File: config.mk
export PLATFORM = sky130hd
export DESIGN_NAME = hamming_frame_sequencer
export DESIGN_NICKNAME = d
export VERILOG_FILES = /design/src/rtl/speech_sig_pkg.sv /design/src/rtl/win_out_fifo.sv /design/src/rtl/hamming_frame_sequencer.sv
export SDC_FILE = /design/constraint.sdc
export NUM_CORES = 1
export LEC_CHECK = 0
export ABC_CLOCK_PERIOD_IN_PS = 2400
export BUFFER_PORTS_ARGS = -buffer_cell sky130_fd_sc_hd__buf_4
export CORE_MARGIN = 3
export CORE_UTILIZATION = 45
export CTS_BUF_LIST = sky130_fd_sc_hd__clkbuf_4
export DETAILED_ROUTE_END_ITERATION = 10
export PLACE_DENSITY_LB_ADDON = 0.08
export SETUP_SLACK_MARGIN = 0.02
export SYNTH_ARGS = -nofsm -noshare
export SYNTH_HDL_FRONTEND = slang
export SYNTH_HIERARCHICAL = 1
export SYNTH_SLANG_ARGS = --single-unit
File: constraint.sdc
create_clock -name clk -period 2.4 [get_ports clk]
set_clock_uncertainty 0.1 [all_clocks]
set_input_delay 0.24 -clock clk [delete_from_list [all_inputs] [get_ports clk]]
set_output_delay 0.24 -clock clk [all_outputs]
set_load 0.01 [all_outputs]
File: src/rtl/speech_sig_pkg.sv
// Shared constants and types for the speech front-end: frame geometry,
// Q0.16 rounding constant and the frame sequencer state encoding.
package speech_sig_pkg;

  localparam int FRAME_LEN = 512;
  localparam int ADDR_W    = 9;
  localparam int ROUND_Q16 = 32768;

  typedef enum logic [1:0] {
    IDLE  = 2'd0,
    RUN   = 2'd1,
    DRAIN = 2'd2
  } seq_state_t;

endpackage

File: src/rtl/win_out_fifo.sv
// Three-entry FIFO of {data, last}; head is visible combinationally, one-cycle push-to-head latency.
// Producer must respect occ (credit); a push into a full FIFO is dropped unless a pop frees the slot.
module win_out_fifo #(
  parameter int DW = 17
) (
  input  logic          clk,
  input  logic          rst,
  input  logic          push,
  input  logic [DW-1:0] push_dat,
  input  logic          pop,
  output logic [DW-1:0] head,
  output logic [1:0]    occ
);
  import speech_sig_pkg::*;

  logic [DW-1:0] mem [3];
  logic [1:0]    wr_ptr;
  logic [1:0]    rd_ptr;
  logic          do_push;
  logic          do_pop;

  function automatic logic [1:0] ptr_inc(input logic [1:0] p);
    return (p == 2'd2) ? 2'd0 : p + 2'd1;
  endfunction

  assign do_pop  = pop && (occ != 2'd0);
  assign do_push = push && ((occ != 2'd3) || do_pop);
  assign head    = mem[rd_ptr];

  always_ff @(posedge clk or posedge rst) begin
    if (rst) begin
      wr_ptr <= 2'd0;
      rd_ptr <= 2'd0;
      occ    <= 2'd0;
      for (int i = 0; i < 3; i++) mem[i] <= '0;
    end else begin
      if (do_push) begin
        mem[wr_ptr] <= push_dat;
        wr_ptr      <= ptr_inc(wr_ptr);
      end
      if (do_pop) rd_ptr <= ptr_inc(rd_ptr);
      case ({do_push, do_pop})
        2'b10:   occ <= occ + 2'd1;
        2'b01:   occ <= occ - 2'd1;
        default: occ <= occ;
      endcase
    end
  end

endmodule

File: src/rtl/hamming_frame_sequencer.sv
// Streams one frame through the Hamming ROM: read at cycle 1 after start, first result valid at cycle 3.
// Reads are credit-gated on FIFO occupancy only, so win_ready stalls never drop or repeat a sample.
module hamming_frame_sequencer #(
  parameter int FRAME_LEN = speech_sig_pkg::FRAME_LEN,
  parameter int ADDR_W    = speech_sig_pkg::ADDR_W,
  parameter int SAMPLE_W  = 16,
  parameter int COEF_W    = 16
) (
  input  logic                clk,
  input  logic                rst,
  input  logic                frame_start,
  output logic                smp_rd,
  output logic [ADDR_W-1:0]   smp_addr,
  input  logic [SAMPLE_W-1:0] smp_data,
  input  logic [COEF_W-1:0]   coef,
  output logic [SAMPLE_W-1:0] win_out,
  output logic                win_valid,
  input  logic                win_ready,
  output logic                win_last,
  output logic                busy,
  output logic                frame_done
);
  import speech_sig_pkg::*;

  localparam int PROD_W = SAMPLE_W + COEF_W + 1;
  localparam int ENT_W  = SAMPLE_W + 1;
  localparam logic [ADDR_W-1:0] LAST_IDX = ADDR_W'(FRAME_LEN - 1);

  seq_state_t               state;
  seq_state_t               state_nxt;
  logic [ADDR_W-1:0]        idx;
  logic                     s1_valid;
  logic                     s1_last;
  logic [1:0]               occ;
  logic                     issue;
  logic                     pop;
  logic                     last_pop;
  logic [ENT_W-1:0]         head;
  logic                     head_last;
  logic [SAMPLE_W-1:0]      win_res;
  logic signed [PROD_W-1:0] prod;
  logic signed [PROD_W-1:0] rnd;

  always_ff @(posedge clk or posedge rst) begin
    if (rst) begin
      state      <= IDLE;
      idx        <= '0;
      s1_valid   <= 1'b0;
      s1_last    <= 1'b0;
      frame_done <= 1'b0;
    end else begin
      state      <= state_nxt;
      s1_valid   <= issue;
      s1_last    <= issue && (idx == LAST_IDX);
      frame_done <= last_pop;
      if ((state == IDLE) && frame_start) idx <= '0;
      else if (issue)                     idx <= idx + 1'b1;
    end
  end

  always_comb begin
    state_nxt = state;
    case (state)
      IDLE:    if (frame_start)                  state_nxt = RUN;
      RUN:     if (issue && (idx == LAST_IDX))   state_nxt = DRAIN;
      DRAIN:   if (last_pop)                     state_nxt = IDLE;
      default:                                   state_nxt = IDLE;
    endcase
  end

  // Credit counts results already buffered plus the one still in stage 1.
  always_comb begin
    issue    = (state == RUN) && ((3'(occ) + 3'(s1_valid)) < 3'd3);
    smp_rd   = issue;
    smp_addr = idx;
    busy     = (state != IDLE);
  end

  assign prod    = PROD_W'($signed(smp_data)) * PROD_W'($signed({1'b0, coef}));
  assign rnd     = prod + PROD_W'(ROUND_Q16);
  assign win_res = SAMPLE_W'(rnd >>> COEF_W);

  win_out_fifo #(.DW(ENT_W)) u_fifo (
    .clk      (clk),
    .rst      (rst),
    .push     (s1_valid),
    .push_dat ({win_res, s1_last}),
    .pop      (pop),
    .head     (head),
    .occ      (occ)
  );

  assign win_valid = (occ != 2'd0);
  assign head_last = head[0];
  assign win_out   = head[ENT_W-1:1];
  assign win_last  = win_valid && head_last;
  assign pop       = win_valid && win_ready;
  assign last_pop  = (state == DRAIN) && pop && head_last;

endmodule

Word level (Yosys, flattened, before mapping)
Index checks and enable logic that the tools add are counted.
{ "op_classes": {"n_addsub": 7, "multipliers": 1, "magnitude_cmp": 4, "eq_ne": 11, "mux": 15, "bitwise": 2, "reduce_logical": 17} }
{ "op_table": {"columns": ["op", "count"], "rows": [
  ["51-bit bitwise mux", 1],
  ["17-bit two-way mux", 3],
  ["17-bit binary-select mux with 2-bit select", 1],
  ["17-bit demux with 2-bit select", 1],
  ["32-bit by 17-bit adder with 32-bit output, second input constant", 1],
  ["16-bit by 17-bit multiplier with 32-bit output", 1],
  ["9-bit two-way mux", 2],
  ["1-bit logical AND", 10],
  ["2-bit two-way mux", 5],
  ["9-bit by 1-bit adder with 9-bit output, second input constant", 1],
  ["9-bit == test, second input constant", 1],
  ["2-bit == test, second input constant", 4],
  ["2-bit inequality test, second input constant", 4],
  ["2-bit nonzero test", 4],
  ["2-bit by 1-bit adder with 2-bit output, second input constant", 3],
  ["3-bit greater-or-equal comparator, second input constant", 2],
  ["2-bit NOT with 3-bit output", 2],
  ["2-bit case mux with 3 select lines", 1],
  ["2-bit by 1-bit == test with 1-bit output, second input constant", 2],
  ["2-bit case mux with 2 select lines", 1],
  ["2-bit by 1-bit adder with 3-bit output", 1],
  ["3-bit by 1-bit less-than comparator with 1-bit output, second input constant", 1],
  ["3-bit by 2-bit less-than comparator with 1-bit output, second input constant", 1],
  ["3-bit AND reduction", 1],
  ["other kinds (3)", 3]
]} }
{ "totals": {"register_bits": 71, "in_bits": 36, "out_inout_bits": 30, "word_cells": 68} }

Logic depth before layout (Yosys ltp)
{ "depth": {"word_depth": 7, "mapped_depth": 22, "ltp_nobuf": 20} }

Modules after synthesis
Netlist, hierarchy kept.
{ "by_module_without_submodules": {"columns": ["mod", "n_inst", "cells_each", "area_each_um2", "seq_area_each_um2"], "rows": [
  ["hamming_frame_sequencer", 1, 1074, 9395.3, 350.3],
  ["win_out_fifo", 1, 191, 2557.5, 1426.4]
]} }

Worst setup path after synthesis
No wires, ideal clock.
{ "synth_timing": {"kind": "input-to-reg", "startpoint": "input port smp_data[1]", "endpoint": "register u_fifo/mem[13] (netlist bit)", "setup_time_ns": 0.125, "arrival_ns": 5.455, "t_required_ns": 2.175, "path_slack_ns": -3.280, "stages": 19, "path_buffers": 1, "cell_sequence": "clkbuf_1 nand2_1 fa_1 fa_1 fa_1 inv_1 fa_1 fa_1 inv_1 fa_1 inv_1 ha_1 nand2_1 nor4_1 nand3_1 a31oi_4 o21a_1 o311ai_1 mux2_2"} }
{ "synth_via": {"elab_chain_len": 3} }
{ "synth_lines": {"columns": ["item", "line", "text"], "rows": [
  ["start, declared", "hamming_frame_sequencer.sv:14", "input logic [SAMPLE_W-1:0] smp_data,"],
  ["16-bit by 17-bit multiplier with 32-bit output", "hamming_frame_sequencer.sv:79", "assign prod = PROD_W'($signed(smp_data)) * PROD_W'($signed({1'b0, coef}));"],
  ["32-bit by 17-bit adder with 32-bit output", "hamming_frame_sequencer.sv:80", "assign rnd = prod + PROD_W'(ROUND_Q16);"],
  ["net rnd[28]", "hamming_frame_sequencer.sv:42", "logic signed [PROD_W-1:0] rnd;"],
  ["51-bit bitwise mux", "win_out_fifo.sv:38", "mem[wr_ptr] <= push_dat;"],
  ["end signal, assigned by index", "win_out_fifo.sv:38", null],
  ["end, declared", "win_out_fifo.sv:16", "logic [DW-1:0] mem [3];"]
]} }
The timed path passes the listed nets, and every way through them passes these cells.
A chain may end at the register's enable or synchronous reset.

Final worst setup path
{ "layout_timing": {"startpoint": "input port coef[4]", "endpoint": "register u_fifo/mem[28] (netlist bit)"} }
{ "layout_via": {"elab_chain_len": 3} }
{ "layout_lines": {"columns": ["item", "line", "text"], "rows": [
  ["start, declared", "hamming_frame_sequencer.sv:15", "input logic [COEF_W-1:0] coef,"],
  ["16-bit by 17-bit multiplier with 32-bit output", "hamming_frame_sequencer.sv:79", null],
  ["32-bit by 17-bit adder with 32-bit output", "hamming_frame_sequencer.sv:80", null],
  ["net rnd[26]", "hamming_frame_sequencer.sv:42", null],
  ["51-bit bitwise mux", "win_out_fifo.sv:38", null]
]} }
The timed path passes the listed nets, and every way through them passes these cells.

==> impl_metrics.toml <==
[placement]
routabilityCongestion = 0.835
port-buffer-count = 65
dp.cells = 1779
place_hpwl_um = 24700

[worst_setup_path]
setup.worst_path.end_class = "flip-flop"
critical_path_class = "primary input to flip-flop"
required_ns = 2.66
startpoint_type = "primary input"
arrival_ns = 5.61
r2r_slack_ns = 0.24
critPathMaxFanout = 6

[status]
status = "complete, but fails checks"
violations = "setup timing"

[sta]
worstMarginPinSlew_ns = 0.547
final_max_slew_viol_count = 0
min_period_over_period_pct = 223
setup_violations = 48
rsz0062_at_grt = "true"
finalHoldViolations = 0
setup_ws_ns = -2.96
relSlewSlack_pct = 63.5
max_freq_ghz = 0.187
period_minus_slack_ns = 5.36

[synthesis]
synth-seq-area-share_pct = 14.9
synth_top_area_share_pct = 32.3
synth_nets = 1615
ys_seq_elements = 71
avgSynthCellArea_um2 = 9.45
ys.warnings.count = 6
ys_async_sr_fraction_pct = 100
synth_flop_cell = "dfrtp_1"
synth_edf_count = 0
synth_top_cell_by_area = "fa_1"
netlist_area_um2 = 12000
yosysUniqueCellTypes = 62
synthTopCellsByArea = "fa_1, dfrtp_1, ha_1"
synth_cells = 1265

[clock_tree]
cts_buffer_depth = 2
ctsRootBufferMaster = "clkbuf_4"
clock-sinks = 71
cts_tree = "built"
worstSkewPairLatency_ns = 0.42
cts_max_level = 3
cts_buffers = 9
clk_pin_slew_worst_paths_ns = 0.10

[drt]
first_pass_iters = 5
ant_nets = 0
remaining_drc_errors = 0
wl_per_cell_um = 16.7
drtIter0Drc = 241
vias_per_cell = 5.03
routed_wirelength_um = 30400
dr_total_vias = 9174

[floorplan]
std_cell_rows = 59
die_area_um2 = 28600
ios = 66
start_util_pct = 45.9
die_y_um = 169
coreArea_um2 = 26100
die_w_um = 169

[global_route]
grt_first_pass_wirelength_um = 50500
grt_max_degree = 26
track_usage_pct = 21.7
grt-ovfl-total = 0
grt_pass1_vias = 9820
antenna_found_initial = 1

[finish]
nets = 1835
area_delta_synth_final_pct = 32.1
drive_gt1_share_pct = 33.8
stdcell_count = 1825

[worst_hold_path]
hold_path_class = "primary input to flip-flop"

[run]
cap_violations = 0
-- sequential cells by signal (all words and copies together) (netlist names), 2 cells and up --
signal	flops
u_fifo/mem	51
smp_addr	9
state	2
u_fifo/occ	2
u_fifo/rd_ptr	2
u_fifo/wr_ptr	2
-- cells by family after synthesis --
| logic type | after synthesis | synth area share [%] |
|---|---|---|
| buffers and inverters | 280 | 9.08 |
| adders and majority gates | 314 | 45.0 |
| DFF | 71 | 14.9 |
| and+or+nand+nor | 387 | 16.2 |
| xor gates and xnor gates | 27 | 1.98 |
| AOI/OAI and AO/OA | 116 | 6.44 |
| muxes | 70 | 6.41 |
-- critical path: stages --
cell and delay (ns):
buf_12 0.11, and2_4 0.15, fa_1 0.55, inv_2 0.04, fa_1 0.53, inv_1 0.05, fa_2 0.55, fa_2 0.46
fa_1 0.55, fa_1 0.46, ha_4 0.33, buf_6 0.10, and2_4 0.13, buf_6 0.09, nand4_1 0.18, buf_4 0.22
nor3_4 0.21, o211ai_1 0.15, a211oi_2 0.22, buf_4 0.16, mux2_4 0.14
-- cells in the final DEF, fill, tap and decap left out, drive strengths merged, types with 2 or more instances in the layout --
cell	n
o21a	3
nor3	8
mux2	52
nand2	178
o211ai	5
buf	256
fa	193
a31oi	7
nand2b	10
and3	6
nor2b	13
o2111ai	3
xnor2	20
nand3	10
a21oi	25
nor2	27
o21bai	5
o21ai	37
clkbuf	16
and2	119
dfrtp	71
ha	121
nand3b	2
mux2i	18
a21o	7
nand4	6
nor4	2
xor2	7
inv	229
a211oi	11
a311oi	2
dlygate4sd3	2
-- metrics by stage --
step                hold slack, ns  area [um2]  worst slack (ns)  setup TNS [ns]  utilization, %
floorplan                   0.0292       12500             -3.06         -139.65               -
global placement             0.161       14200             -3.74         -162.25            54.5
detailed placement           0.165       14200             -3.72         -163.35            54.5
CTS                         0.0175       15100             -2.90         -133.55            57.9
global route                0.0290       15800             -3.09         -141.35            60.6
finish                      0.0502       15800             -2.96         -135.52            60.6
-- synth_stat cells, types with 3 or more instances --
cell type  count
inv_1        229
fa_1         193
nand2_1      176
ha_1         121
and2_1       119
dfrtp_1       71
mux2_2        52
clkbuf_1      41
o21ai_0       30
nor2_1        27
a21oi_1       24
xnor2_1       20
mux2i_1       18
nor2b_1       13
nand2b_1      10
a211oi_1       9
nand3_1        9
o21ai_1        7
xor2_1         7
a31oi_1        6
and3_1         6
buf_2          6
nand4_1        6
nor3_1         6
a21o_1         5
o211ai_1       5
o21bai_1       5
o21a_1         3
-- final timing paths --
path,from,cells after the start,end
hold reg to reg,u_fifo/mem[42],1,u_fifo/mem[42]
setup reg to reg,u_fifo/occ[0],7,smp_addr[5]
max in group asynchronous,rst,4,u_fifo/mem[14]
hold / removal,win_ready,2,frame_done
min in group asynchronous,rst,3,u_fifo/mem[32]
setup / recovery,coef[4],21,u_fifo/mem[28]
-- layer usage --
metal	vias up	global-route usage, %	wire (um)
li1	4384	-	-
met1	4626	31.4	14200
met2	128	36.2	14900
met3	36	1.68	860
met4	0	4.38	552
met5	-	0	0
-- timing repair --
item	in CTS	in global routing
cloned	0	2
pin swaps	76	70
setup buffers	13	22
gates resized for setup	144	127
setup endpoints to repair	49	50
hold buffers	2	0
endpoints found under the hold margin	29	0
-- final cells by class --
cell class | instances | area (um2)
diodes | 1 | 2.50
clock buffers | 14 | 105
clock inverters | 1 | 30.0
fillers | 2199 | 10300
inverters | 229 | 860
multi-input cells | 914 | 10200
flip-flops and latches | 71 | 1780
well taps | 335 | 419
repair buffers | 260 | 2430
Power is left out: the tool's default activity adds up to more than one toggle a clock period on the data nets, which glitch-free logic cannot reach.
